<file path="src/rtl/mips_bus_arbiter.sv">
// Two-master arbiter for the CPU memory bus: instruction fetch (m0) and load/store (m1).
// Serialises transactions onto one downstream port with one-cycle read latency.
module mips_bus_arbiter #(
    parameter int ADDR_W      = 32,
    parameter int DATA_W      = 32,
    parameter int ROUND_ROBIN = 1
) (
    input  logic                clk,
    input  logic                reset,
    input  logic [ADDR_W-1:0]   m0_address,
    input  logic                m0_read,
    input  logic                m0_write,
    input  logic [DATA_W-1:0]   m0_writedata,
    input  logic [DATA_W/8-1:0] m0_byteenable,
    output logic                m0_waitrequest,
    output logic [DATA_W-1:0]   m0_readdata,
    output logic                m0_readdatavalid,
    input  logic [ADDR_W-1:0]   m1_address,
    input  logic                m1_read,
    input  logic                m1_write,
    input  logic [DATA_W-1:0]   m1_writedata,
    input  logic [DATA_W/8-1:0] m1_byteenable,
    output logic                m1_waitrequest,
    output logic [DATA_W-1:0]   m1_readdata,
    output logic                m1_readdatavalid,
    output logic [ADDR_W-1:0]   s_address,
    output logic                s_read,
    output logic                s_write,
    output logic [DATA_W-1:0]   s_writedata,
    output logic [DATA_W/8-1:0] s_byteenable,
    input  logic                s_waitrequest,
    input  logic [DATA_W-1:0]   s_readdata
);

    typedef enum logic [1:0] {
        IDLE  = 2'd0,
        ISSUE = 2'd1,
        RESP  = 2'd2
    } state_t;

    state_t              state_q, state_d;
    logic                owner_q, owner_d;
    logic                last_grant_q, last_grant_d;
    logic [DATA_W-1:0]   rdata0_q, rdata0_d;
    logic [DATA_W-1:0]   rdata1_q, rdata1_d;
    logic                rdv0_q, rdv0_d;
    logic                rdv1_q, rdv1_d;

    logic                req0_s, req1_s, grant_s;
    logic                own_read_s, own_write_s, own_req_s, issue_s;

    assign req0_s      = m0_read | m0_write;
    assign req1_s      = m1_read | m1_write;
    assign own_read_s  = owner_q ? m1_read  : m0_read;
    assign own_write_s = owner_q ? m1_write : m0_write;
    assign own_req_s   = own_read_s | own_write_s;
    assign issue_s     = (state_q == ISSUE);

    // Arbitration: on contention, round-robin flips away from the last winner.
    always_comb begin
        grant_s = 1'b0;
        if (req0_s && req1_s) begin
            grant_s = (ROUND_ROBIN != 0) ? ~last_grant_q : 1'b0;
        end else if (req1_s) begin
            grant_s = 1'b1;
        end else begin
            grant_s = 1'b0;
        end
    end

    // Downstream port follows the owner only while in ISSUE; write wins over read.
    assign s_address    = owner_q ? m1_address    : m0_address;
    assign s_writedata  = owner_q ? m1_writedata  : m0_writedata;
    assign s_byteenable = owner_q ? m1_byteenable : m0_byteenable;
    assign s_write      = issue_s & own_write_s;
    assign s_read       = issue_s & own_read_s & ~own_write_s;

    assign m0_waitrequest = ~(issue_s & ~owner_q & own_req_s & ~s_waitrequest);
    assign m1_waitrequest = ~(issue_s &  owner_q & own_req_s & ~s_waitrequest);

    assign m0_readdata      = rdata0_q;
    assign m1_readdata      = rdata1_q;
    assign m0_readdatavalid = rdv0_q;
    assign m1_readdatavalid = rdv1_q;

    // Next-state logic for the IDLE/ISSUE/RESP sequencer and the response registers.
    always_comb begin
        state_d      = state_q;
        owner_d      = owner_q;
        last_grant_d = last_grant_q;
        rdata0_d     = rdata0_q;
        rdata1_d     = rdata1_q;
        rdv0_d       = 1'b0;
        rdv1_d       = 1'b0;
        case (state_q)
            IDLE: begin
                if (req0_s || req1_s) begin
                    owner_d      = grant_s;
                    last_grant_d = grant_s;
                    state_d      = ISSUE;
                end else begin
                    state_d = IDLE;
                end
            end
            ISSUE: begin
                if (!own_req_s) begin
                    state_d = IDLE;
                end else if (!s_waitrequest) begin
                    state_d = own_write_s ? IDLE : RESP;
                end else begin
                    state_d = ISSUE;
                end
            end
            RESP: begin
                state_d = IDLE;
                if (owner_q) begin
                    rdata1_d = s_readdata;
                    rdv1_d   = 1'b1;
                end else begin
                    rdata0_d = s_readdata;
                    rdv0_d   = 1'b1;
                end
            end
            default: begin
                state_d = IDLE;
            end
        endcase
    end

    // State registers; reset favours m0 on the first contention.
    always_ff @(posedge clk) begin
        if (reset) begin
            state_q      <= IDLE;
            owner_q      <= 1'b0;
            last_grant_q <= 1'b1;
            rdata0_q     <= {DATA_W{1'b0}};
            rdata1_q     <= {DATA_W{1'b0}};
            rdv0_q       <= 1'b0;
            rdv1_q       <= 1'b0;
        end else begin
            state_q      <= state_d;
            owner_q      <= owner_d;
            last_grant_q <= last_grant_d;
            rdata0_q     <= rdata0_d;
            rdata1_q     <= rdata1_d;
            rdv0_q       <= rdv0_d;
            rdv1_q       <= rdv1_d;
        end
    end

endmodule

</file>
<file path="config.mk">
export PLATFORM = sky130hd
export DESIGN_NAME = mips_bus_arbiter
export DESIGN_NICKNAME = d
export VERILOG_FILES = /design/src/rtl/mips_bus_arbiter.sv
export SDC_FILE = /design/constraint.sdc
export NUM_CORES = 1
export LEC_CHECK = 0
export ABC_AREA = 1
export CORE_AREA = 2 2 121 123
export CTS_CLUSTER_DIAMETER = 150
export DETAILED_ROUTE_END_ITERATION = 10
export DIE_AREA = 0 0 123 125
export DONT_BUFFER_PORTS = 1
export SLEW_MARGIN = 10
export SYNTH_ARGS = -nofsm -noshare
export SYNTH_HDL_FRONTEND = slang
export SYNTH_SLANG_ARGS = --single-unit
export TNS_END_PERCENT = 50
</file>
<file path="constraint.sdc">
create_clock -name clk -period 1.75 [get_ports clk]
set_clock_uncertainty 0.05 [all_clocks]
set_input_delay 0.2625 -clock clk [delete_from_list [all_inputs] [get_ports clk]]
set_output_delay 0.2625 -clock clk [all_outputs]
set_load 0.02 [all_outputs]
</file>
==> results.txt <==
Gate Count Post-Synth -> 546
CTS Root Cell -> clkbuf_16
DR DRC count -> 0
DP HPWL -> 8440 µm
global-route wire length before repair -> 17100 µm
total die area -> 15400 µm²
Overall Global Routing Usage -> 14.6%
DR iter-0 viols -> 233
R2R Path End -> m1_readdata[21]
Worst Path Required -> 1.44 ns
crit path to -> m0_waitrequest
routed via count -> 3356
Min-Delay Path Class -> input pin to flop
CP Launch Point -> owner_q
mean area per synthesized cell -> 6.31 µm²
CTS Buf Count -> 9
Slew HR -> 79.4%
RSZ-0062 raised after global routing -> true
worst reg2reg setup slack -> 0.21 ns
crit path max-delay cell type -> dfxtp_4
vias in the first global route -> 3042
crit path cell chain -> buf_12 -> nand2_2 -> nand2_4 -> nand2_4 -> nand4_1 -> buf_12
CTS tree -> built
Tcrit/Tclk final -> 96.7%
first drt pass iteration count -> 4
final setup margin -> 0.0574 ns
crit start category -> flop
core outline area -> 14200 µm²
Vias/cell -> 4.60
CP Depth -> 6
Yosys reg bits -> 70
Peak VDD IR -> 427 µV
initial antenna violation count -> 0
starting density of the core -> 24.2%
CTS Buffer Depth -> 2
largest net degree at the start of global routing -> 66
Crit. End Element -> primary output
crit-path leading delay family -> flip-flops
Synthesized Nets -> 721
buffers and inverters on the worst path -> 2
Boundary Pins -> 313
pre-CTS setup slack -> 0.312 ns
share of cells above drive strength 1 -> 16.0%
worst-margin pin slew -> 0.308 ns
Final ANT Viol Nets -> 0
WP data arrival -> 1.38 ns
Area growth syn-to-layout -> 23.1%
routed length per instance -> 16.4 µm
final WL -> 12000 µm
Synth cell types -> 16
Final Hold Fails -> 0
worst r2r path cells -> 5
pwr dens -> 1030 nW/µm²
Inserted Diodes -> 0
worst hold slack -> 0.0586 ns
Worst-Skew Late Latency -> 0.33 ns
register area share after synthesis -> 40.7%
fin crit period -> 1.69 ns
Nets -> 715
Worst Path Max Fanout -> 6
H-tree levels -> 3
worst r2r src -> owner_q
Std-Cell Rows -> 44
clk slew on worst S/H paths -> 0.06 ns
Syn Std Cell Area -> 3440 µm²
CTS Sinks -> 70
Ys Warns -> 0
outcome -> finished clean
f_max -> 591 MHz
slowest stage delay, CP -> 0.38 ns
Die X -> 123 µm
leak pwr -> 1.77 nW
GPL Wtd Cong -> 0.939
number of setup violations in the final report -> 0
GR Overflow Total -> 0
crit path kind -> flop to primary output
Pins Over Slew Limit -> 0
# port buffers -> 0
max_cap viols -> 0
DIE HEIGHT -> 125 µm
layer usage:
layer / global-route usage (%) / vias up / wire length [µm]
li1: - / 1673 / -
met1: 16.9 / 1480 / 4580
met2: 24.8 / 189 / 5950
met3: 5.06 / 14 / 1200
met4: 5.08 / 0 / 222
met5: 0 / - / 0
Yosys cell counts:
master    number  share of area [%]
o21ai_0       28                4.1
o21ai_1       37                5.4
clkbuf_1      16                1.7
a21oi_1       66                9.6
buf_2          9                1.3
nor3_1         1               0.15
buf_6          6                2.0
nand2_1      219                 24
dfxtp_1       70                 41
inv_2          2               0.22
nand3_2        1               0.29
nor2_1         8               0.87
inv_1         73                8.0
buf_4          5                1.1
nand3_1        3               0.44
nand4_1        2               0.36
worst reg2reg max path, stage by stage, from the launching register on:
cell       delay (ns)
dfxtp_4          0.41
bufbuf_16        0.33
nand3_2          0.11
buf_12           0.19
o21ai_0          0.25
a21oi_1          0.06
final cells by class:
cell class              instances  area (µm²)
inverters                      75         289
fillers                      1573        9970
well taps                     184         230
flip-flops and latches         70        1410
clock inverters                 6        68.8
repair buffers                 19         315
multi-input cells             365        1690
clock buffers                  10         239
cells by family after synthesis:
kind of cell | after synthesis | share of synthesized area (%)
compound gates | 131 | 19.0
buf+inv | 111 | 14.3
flops | 70 | 40.7
simple gates | 234 | 26.0
cell usage in the layout, fill, tap and decap left out, drive strengths merged, types with 2 or more instances in the layout:
cell type and instances:
buf 15, clkinv 2, inv 77, dfxtp 70, o21ai 65, nand3 4, nand4 2, nand2 219
bufbuf 2, nor2 8, clkbuf 11, a21oi 66
stage by stage:
step | total power [mW] | TNS, ns | utilization, % | cells | instance area (µm²)
floorplan | 2.26 | 0 | - | 546 | 3440
CTS | 4.38 | 0 | 29.1 | 725 | 4130
detailed placement | 2.38 | 0 | 25.5 | 705 | 3630
global route | 4.55 | -0.0254 | 29.8 | 729 | 4240
global placement | 2.38 | 0 | 25.5 | 705 | 3630
finish | 4.36 | 0 | 29.8 | 729 | 4240
registers in the layout (all words and copies together), names as in the netlist:
name,cells
m0_readdata,32
m1_readdata,32
state_q,2
last_grant_q,1
m0_readdatavalid,1
m1_readdatavalid,1
owner_q,1
where the power goes:
group	leakage [nW]	switching [mW]	total, mW	internal (mW)
combinational	1.05	0.603	0.842	0.239
clock	0.149	0.707	1.86	1.15
sequential	0.566	0.0402	1.66	1.62
total	1.77	1.35	4.36	3.01
worst min-delay path by stage:
stage                  start               end  slack (ns)  cells after the start
4_1_cts        s_readdata[5]    m1_readdata[5]        0.05                      2
2_1_floorplan          reset           owner_q        0.28                      1
3_5_place_dp           reset           owner_q        0.28                      1
5_1_grt        s_readdata[8]    m1_readdata[8]        0.05                      2
3_3_place_gp           reset  m1_readdatavalid        0.29                      1
6_report       s_readdata[8]    m1_readdata[8]        0.06                      2
what timing repair did:
action / CTS / global route
hold endpoints to repair: 4 / 0
setup endpoints to repair: 43 / 45
gates cloned: 3 / 1
hold buffers: 1 / 0
buffers inserted: 0 / 3
resized for setup: 36 / 22
pin swaps: 1 / 3
No activity file was read; power rests on OpenSTA's default activity.
